==> src/rtl/uart_tx_if.sv <==
// Byte-write handshake and serial-line signals of the UART transmitter.
// The master drives the tick and write strobe; the slave reports ready/done and the line.
interface uart_tx_if;
  logic       s_tick;
  logic       tx_start;
  logic [7:0] din;
  logic       tx_ready;
  logic       tx_done_tick;
  logic       tx;

  modport master (output s_tick, tx_start, din, input tx_ready, tx_done_tick, tx);
  modport slave  (input s_tick, tx_start, din, output tx_ready, tx_done_tick, tx);
endinterface

==> src/rtl/uart_tx.sv <==
// UART transmitter with a one-byte holding register in front of the shift register,
// configurable data width, optional even/odd parity and 1/1.5/2 stop bits.
module uart_tx #(
  parameter int DBIT       = 8,
  parameter int SB_TICK    = 16,
  parameter int PARITY_EN  = 0,
  parameter int PARITY_ODD = 0
) (
  input  logic     clk,
  input  logic     reset,
  uart_tx_if.slave bus
);

  typedef enum logic [2:0] {
    ST_IDLE   = 3'd0,
    ST_START  = 3'd1,
    ST_DATA   = 3'd2,
    ST_PARITY = 3'd3,
    ST_STOP   = 3'd4
  } state_t;

  localparam logic [7:0] DATA_MASK      = 8'hFF >> (8 - DBIT);
  localparam logic [4:0] BIT_TICK_LAST  = 5'd15;
  localparam logic [4:0] STOP_TICK_LAST = 5'(SB_TICK - 1);
  localparam logic [2:0] BIT_LAST       = 3'(DBIT - 1);

  // Parity is fixed when a byte enters the shift register, before it is shifted away.
  function automatic logic frame_parity(input logic [7:0] data);
    return (^(data & DATA_MASK)) ^ (PARITY_ODD != 0);
  endfunction

  state_t     state_r, state_s;
  logic [4:0] tick_r, tick_s;
  logic [2:0] bit_r, bit_s;
  logic [7:0] shift_r, shift_s;
  logic [7:0] hold_r, hold_s;
  logic       full_r, full_s;
  logic       par_r, par_s;
  logic       tx_r, tx_s;
  logic       done_r, done_s;
  logic       bit_end_s, stop_end_s;

  assign bit_end_s  = bus.s_tick && (tick_r == BIT_TICK_LAST);
  assign stop_end_s = bus.s_tick && (tick_r == STOP_TICK_LAST);

  // State register together with every datapath and output register.
  always_ff @(posedge clk or posedge reset) begin
    if (reset) begin
      state_r <= ST_IDLE;
      tick_r  <= 5'd0;
      bit_r   <= 3'd0;
      shift_r <= 8'd0;
      hold_r  <= 8'd0;
      full_r  <= 1'b0;
      par_r   <= 1'b0;
      tx_r    <= 1'b1;
      done_r  <= 1'b0;
    end else begin
      state_r <= state_s;
      tick_r  <= tick_s;
      bit_r   <= bit_s;
      shift_r <= shift_s;
      hold_r  <= hold_s;
      full_r  <= full_s;
      par_r   <= par_s;
      tx_r    <= tx_s;
      done_r  <= done_s;
    end
  end

  // Next-state logic.
  always_comb begin
    state_s = state_r;
    case (state_r)
      ST_IDLE: begin
        if (full_r) state_s = ST_START;
        else        state_s = ST_IDLE;
      end
      ST_START: begin
        if (bit_end_s) state_s = ST_DATA;
        else           state_s = ST_START;
      end
      ST_DATA: begin
        if (bit_end_s && (bit_r == BIT_LAST)) begin
          if (PARITY_EN != 0) state_s = ST_PARITY;
          else                state_s = ST_STOP;
        end else begin
          state_s = ST_DATA;
        end
      end
      ST_PARITY: begin
        if (bit_end_s) state_s = ST_STOP;
        else           state_s = ST_PARITY;
      end
      ST_STOP: begin
        if (stop_end_s) begin
          if (full_r) state_s = ST_START;
          else        state_s = ST_IDLE;
        end else begin
          state_s = ST_STOP;
        end
      end
      default: state_s = ST_IDLE;
    endcase
  end

  // Datapath and registered-output next values.
  always_comb begin
    tick_s  = tick_r;
    bit_s   = bit_r;
    shift_s = shift_r;
    hold_s  = hold_r;
    full_s  = full_r;
    par_s   = par_r;
    tx_s    = tx_r;
    done_s  = 1'b0;

    // A write is only taken while the holding register is empty, so it never
    // coincides with the transfer below (which needs it full).
    if (bus.tx_start && !full_r) begin
      hold_s = bus.din & DATA_MASK;
      full_s = 1'b1;
    end else begin
      hold_s = hold_r;
    end

    case (state_r)
      ST_IDLE: begin
        if (full_r) begin
          shift_s = hold_r;
          par_s   = frame_parity(hold_r);
          full_s  = 1'b0;
          tick_s  = 5'd0;
          tx_s    = 1'b0;
        end else begin
          tx_s = 1'b1;
        end
      end
      ST_START: begin
        if (bit_end_s) begin
          tick_s = 5'd0;
          bit_s  = 3'd0;
          tx_s   = shift_r[0];
        end else if (bus.s_tick) begin
          tick_s = tick_r + 5'd1;
        end else begin
          tick_s = tick_r;
        end
      end
      ST_DATA: begin
        if (bit_end_s) begin
          tick_s  = 5'd0;
          shift_s = shift_r >> 1;
          if (bit_r == BIT_LAST) begin
            if (PARITY_EN != 0) tx_s = par_r;
            else                tx_s = 1'b1;
          end else begin
            bit_s = bit_r + 3'd1;
            tx_s  = shift_r[1];
          end
        end else if (bus.s_tick) begin
          tick_s = tick_r + 5'd1;
        end else begin
          tick_s = tick_r;
        end
      end
      ST_PARITY: begin
        if (bit_end_s) begin
          tick_s = 5'd0;
          tx_s   = 1'b1;
        end else if (bus.s_tick) begin
          tick_s = tick_r + 5'd1;
        end else begin
          tick_s = tick_r;
        end
      end
      ST_STOP: begin
        if (stop_end_s) begin
          done_s = 1'b1;
          tick_s = 5'd0;
          // A queued byte starts its frame right away, with no idle cycle.
          if (full_r) begin
            shift_s = hold_r;
            par_s   = frame_parity(hold_r);
            full_s  = 1'b0;
            tx_s    = 1'b0;
          end else begin
            tx_s = 1'b1;
          end
        end else if (bus.s_tick) begin
          tick_s = tick_r + 5'd1;
        end else begin
          tick_s = tick_r;
        end
      end
      default: begin
        tx_s = 1'b1;
      end
    endcase
  end

  assign bus.tx           = tx_r;
  assign bus.tx_ready     = ~full_r;
  assign bus.tx_done_tick = done_r;

endmodule

==> src/flat_wrapper.sv <==
// flat-port wrapper written by rule: the top's interface ports become plain ports
module uart_tx_flat 
#(
  parameter int DBIT       = 8,
  parameter int SB_TICK    = 16,
  parameter int PARITY_EN  = 0,
  parameter int PARITY_ODD = 0
)
  (clk, reset, bus_s_tick, bus_tx_start, bus_din, bus_tx_ready, bus_tx_done_tick, bus_tx);
  uart_tx_if bus_i ();
  input  logic clk;
  input  logic reset;
  input wire logic [$bits(bus_i.s_tick)-1:0] bus_s_tick;
  input wire logic [$bits(bus_i.tx_start)-1:0] bus_tx_start;
  input wire logic [$bits(bus_i.din)-1:0] bus_din;
  output wire logic [$bits(bus_i.tx_ready)-1:0] bus_tx_ready;
  output wire logic [$bits(bus_i.tx_done_tick)-1:0] bus_tx_done_tick;
  output wire logic [$bits(bus_i.tx)-1:0] bus_tx;
  assign bus_i.s_tick = bus_s_tick;
  assign bus_i.tx_start = bus_tx_start;
  assign bus_i.din = bus_din;
  assign bus_tx_ready = bus_i.tx_ready;
  assign bus_tx_done_tick = bus_i.tx_done_tick;
  assign bus_tx = bus_i.tx;
  uart_tx #(.DBIT(DBIT), .SB_TICK(SB_TICK), .PARITY_EN(PARITY_EN), .PARITY_ODD(PARITY_ODD)) u_core (.clk(clk), .reset(reset), .bus(bus_i));
endmodule
==> config.mk <==
export PLATFORM = sky130hd
export DESIGN_NAME = uart_tx_flat
export DESIGN_NICKNAME = d
export VERILOG_FILES = /design/src/rtl/uart_tx_if.sv /design/src/rtl/uart_tx.sv /design/src/flat_wrapper.sv
export SDC_FILE = /design/constraint.sdc
export NUM_CORES = 1
export LEC_CHECK = 0
export ABC_AREA = 1
export CAP_MARGIN = 20
export CORE_ASPECT_RATIO = 1.1
export CORE_MARGIN = 2
export CORE_UTILIZATION = 40
export DETAILED_ROUTE_END_ITERATION = 10
export SLEW_MARGIN = 25
export SYNTH_ARGS = -nofsm -noshare
export SYNTH_HDL_FRONTEND = slang
export SYNTH_SLANG_ARGS = --single-unit
export TNS_END_PERCENT = 30
==> constraint.sdc <==
create_clock -name clk -period 2.9 [get_ports clk]
set_input_delay 0.435 -clock clk [delete_from_list [all_inputs] [get_ports clk]]
set_output_delay 0.435 -clock clk [all_outputs]
set_load 0.05 [all_outputs]
==> flow_metrics.py <==
metrics = {
    "synth": {
        "avgSynthCellArea_um2": 8.45,
        "synthFlopType": "dfrtp_1",
        "synthCells": 191,
        "synth_top_area_cell": "dfrtp_1",
        "synth_edf_count": 0,
        "synth.yosys.warnings": 0,
        "ys_types": 28,
        "ys_seq_area_share_pct": 46.6,
        "ys_top_cells_by_area": "dfrtp_1, nand2_1, mux2_2, nand3_1, nand4_1",
        "syn_area_um2": 1610,
        "yosysTopAreaCellShare_pct": 45.0,
        "ys_seq_elements": 30,
        "async_flop_share_pct": 100,
        "synth_commonest_cells": "nand2_1, dfrtp_1, nand3_1, nor2_1",
        "synth_nets": 206,
        "yosysMostFrequentCell": "nand2_1",
    },
    "clock_network": {
        "cts_max_path_buffers": 2,
        "htreeDepth": 2,
        "tritoncts": "yes",
        "clock-root-buffer": "clkbuf_8",
        "post_cts_buffers": 0,
        "cts_sinks": 30,
        "cts_resized": 0,
        "cts_made_buffers": 5,
        "ctsHoldBuffers": 0,
        "clkTransAtPathRegs_ns": 0.06,
        "clk_latency_ns": 0.28,
    },
    "outcome": {
        "status": "finished clean",
    },
    "drt": {
        "drtIter0Drc": 54,
        "wl_per_cell_um": 12.0,
        "drc_errors": 0,
        "postRouteAntennaNets": 0,
        "via_count": 1304,
        "firstDrtPassIters": 4,
        "route.final.wire_length_mm": 3.15,
        "vias_per_cell": 4.98,
    },
    "final_layout": {
        "synthToLayoutAreaGrowth_pct": 16.9,
        "n_antenna_cell": 0,
        "drive_above_1_share_pct": 20.0,
        "final_net_count": 224,
    },
    "timing": {
        "fmax_mhz": 483,
        "setup_viol": 0,
        "hold_violations": 0,
        "rsz0062_at_grt": "false",
        "fin_crit_sh_pct": 71.5,
        "whs_ns": 0.473,
        "finalCriticalPeriod_ns": 2.07,
        "clock_skew_ns": 0.00519,
        "setup_tns_ns": 0,
        "worst_pin_slew_ns": 0.489,
        "drv_slew": 0,
        "slew_headroom_pct": 67.3,
    },
    "power": {
        "p_total_w": 0.00172,
        "clkPwrFrac_pct": 20.0,
        "power_leakage_nw": 0.926,
        "power.share.combinational_pct": 38.9,
        "netSwitchingFraction_pct": 39.6,
        "ir_drop_mv": 0.418,
        "intPower_w": 0.00104,
        "pwr-share-seq_pct": 41.1,
        "powerDensity_nw_per_um2": 912,
        "p_sw_w": 0.000681,
    },
    "floorplanning": {
        "pin_count": 15,
        "dieArea_um2": 4560,
        "die_w_um": 64.6,
        "start_util_pct": 41.0,
        "core_area_um2": 3930,
        "die_y_um": 70.6,
        "rows": 24,
    },
    "grt": {
        "grt_usage_pct": 15.7,
        "antenna_found_initial": 0,
        "grt_first_pass_wirelength_mm": 5.52,
        "grt-ovfl-total": 0,
        "grt_pass1_vias": 1266,
        "grt_max_degree": 31,
    },
    "setup_path": {
        "slowest_stage": "clkdlybuf4s50_1",
        "crit_chain": "clkinv_1 -> clkdlybuf4s50_1",
        "cp-end-kind": "output port",
        "crit_family": "buffers and inverters",
        "critPathMaxFanout": 6,
        "critPathMaxStageDelay_ns": 0.83,
        "worstPathArrival_ns": 1.64,
        "required_ns": 2.47,
        "cp-start-kind": "flop",
        "path_buf_inv": 2,
        "path_class": "flop to output port",
    },
    "min_path": {
        "hold_path_class": "flop to flop",
    },
    "placement": {
        "globalplace.congestion": 0.758,
        "hpwl_mm": 2.34,
        "port_buffers": 14,
    },
    "run": {
        "cap_violations": 0,
    },
}
-- layout make-up --
type	count	area, um2
clock buffer	7	86.3
clock inverter	1	5.00
fill	391	2050
inverter	17	63.8
multi-input combinational	140	767
sequential	30	752
tap	52	65.1
timing repair buffer	15	148
-- path summary, 6_finish.rpt --
check | startpoint | endpoint | slack, ns | cells after the start
max | u_core.full_r | bus_tx_ready | 0.83 | 2
min | u_core.shift_r[5] | u_core.shift_r[5] | 0.47 | 2
max reg2reg | u_core.tick_r[0] | u_core.bit_r[1] | 1.30 | 8
min reg2reg | u_core.shift_r[5] | u_core.shift_r[5] | 0.47 | 2
max in group asynchronous | reset | u_core.bus.tx | 2.06 | 3
min in group asynchronous | reset | u_core.tick_r[2] | 0.53 | 3
-- cell families after synthesis --
family | Yosys count | synth area share [%]
simple gates | 113 | 31.7
flops | 30 | 46.6
buf+inv | 21 | 5.89
compound gates | 15 | 7.36
mux | 8 | 5.58
fa+ha+maj | 3 | 2.33
xor+xnor | 1 | 0.543
-- through the flow --
stage | util (%) | instance area [um2] | setup slack, ns | std cells
4_1_cts | 48.0 | 1890 | 0.820 | 262
2_1_floorplan | - | 1610 | 1.32 | 191
6_report | 48.0 | 1890 | 0.828 | 262
3_5_place_dp | 45.6 | 1800 | 1.02 | 254
5_1_grt | 48.0 | 1890 | 0.776 | 262
3_3_place_gp | 45.6 | 1800 | 1.05 | 254
-- cells in the final DEF (no fill, tap or decap) --
master and n:
nand2_1 66, dfrtp_1 29, nand3_1 17, clkdlybuf4s50_1 14
nor2_1 10, mux2_2 8, inv_2 8, inv_1 8
nand4_1 7, nand2_2 6, clkbuf_8 6, o21ai_0 4
nor2_2 3, o21ai_1 3, ha_1 3, o21ai_4 2
o21ai_2 2, a21oi_1 2, clkinv_1 1, nand3_4 1
nand2_4 1, or2_0 1, a21oi_4 1, xor2_1 1
or2_2 1, o211ai_1 1, clkinv_2 1, clkbuf_1 1
buf_4 1, dfstp_2 1
-- tightest hold or removal path, stage by stage (launching register included) --
cell     delay [ns]
dfrtp_1        0.34
nand2_1        0.05
nand2_1        0.05
-- power groups by stage --
stage / sequential, W / clock, W / combinational, W
2_1_floorplan: 0.000693 / 0 / 0.000536
3_5_place_dp: 0.000716 / 0 / 0.000677
4_1_cts: 0.000709 / 0.000355 / 0.000679
5_1_grt: 0.000730 / 0.000374 / 0.000761
6_report: 0.000707 / 0.000344 / 0.000670
3_3_place_gp: 0.000704 / 0 / 0.000659
-- flip-flops by register name (all words and copies together) (netlist names) --
| signal | cells |
|---|---|
| u_core.shift_r | 8 |
| u_core.bus.tx_done_tick | 1 |
| u_core.bit_r | 3 |
| u_core.full_r | 1 |
| u_core.bus.tx | 1 |
| u_core.state_r | 3 |
| u_core.tick_r | 5 |
| u_core.hold_r | 8 |
-- metal layers --
metal  global-route usage [%]  vias up  part of all wire (%)
met5                        0        -                     0
met4                     6.38        0                   1.7
met3                     4.29        6                   3.6
met2                     28.5       23                    53
met1                     17.1      620                    41
li1                         -      655                     -
No activity file was read; power rests on OpenSTA's default activity.
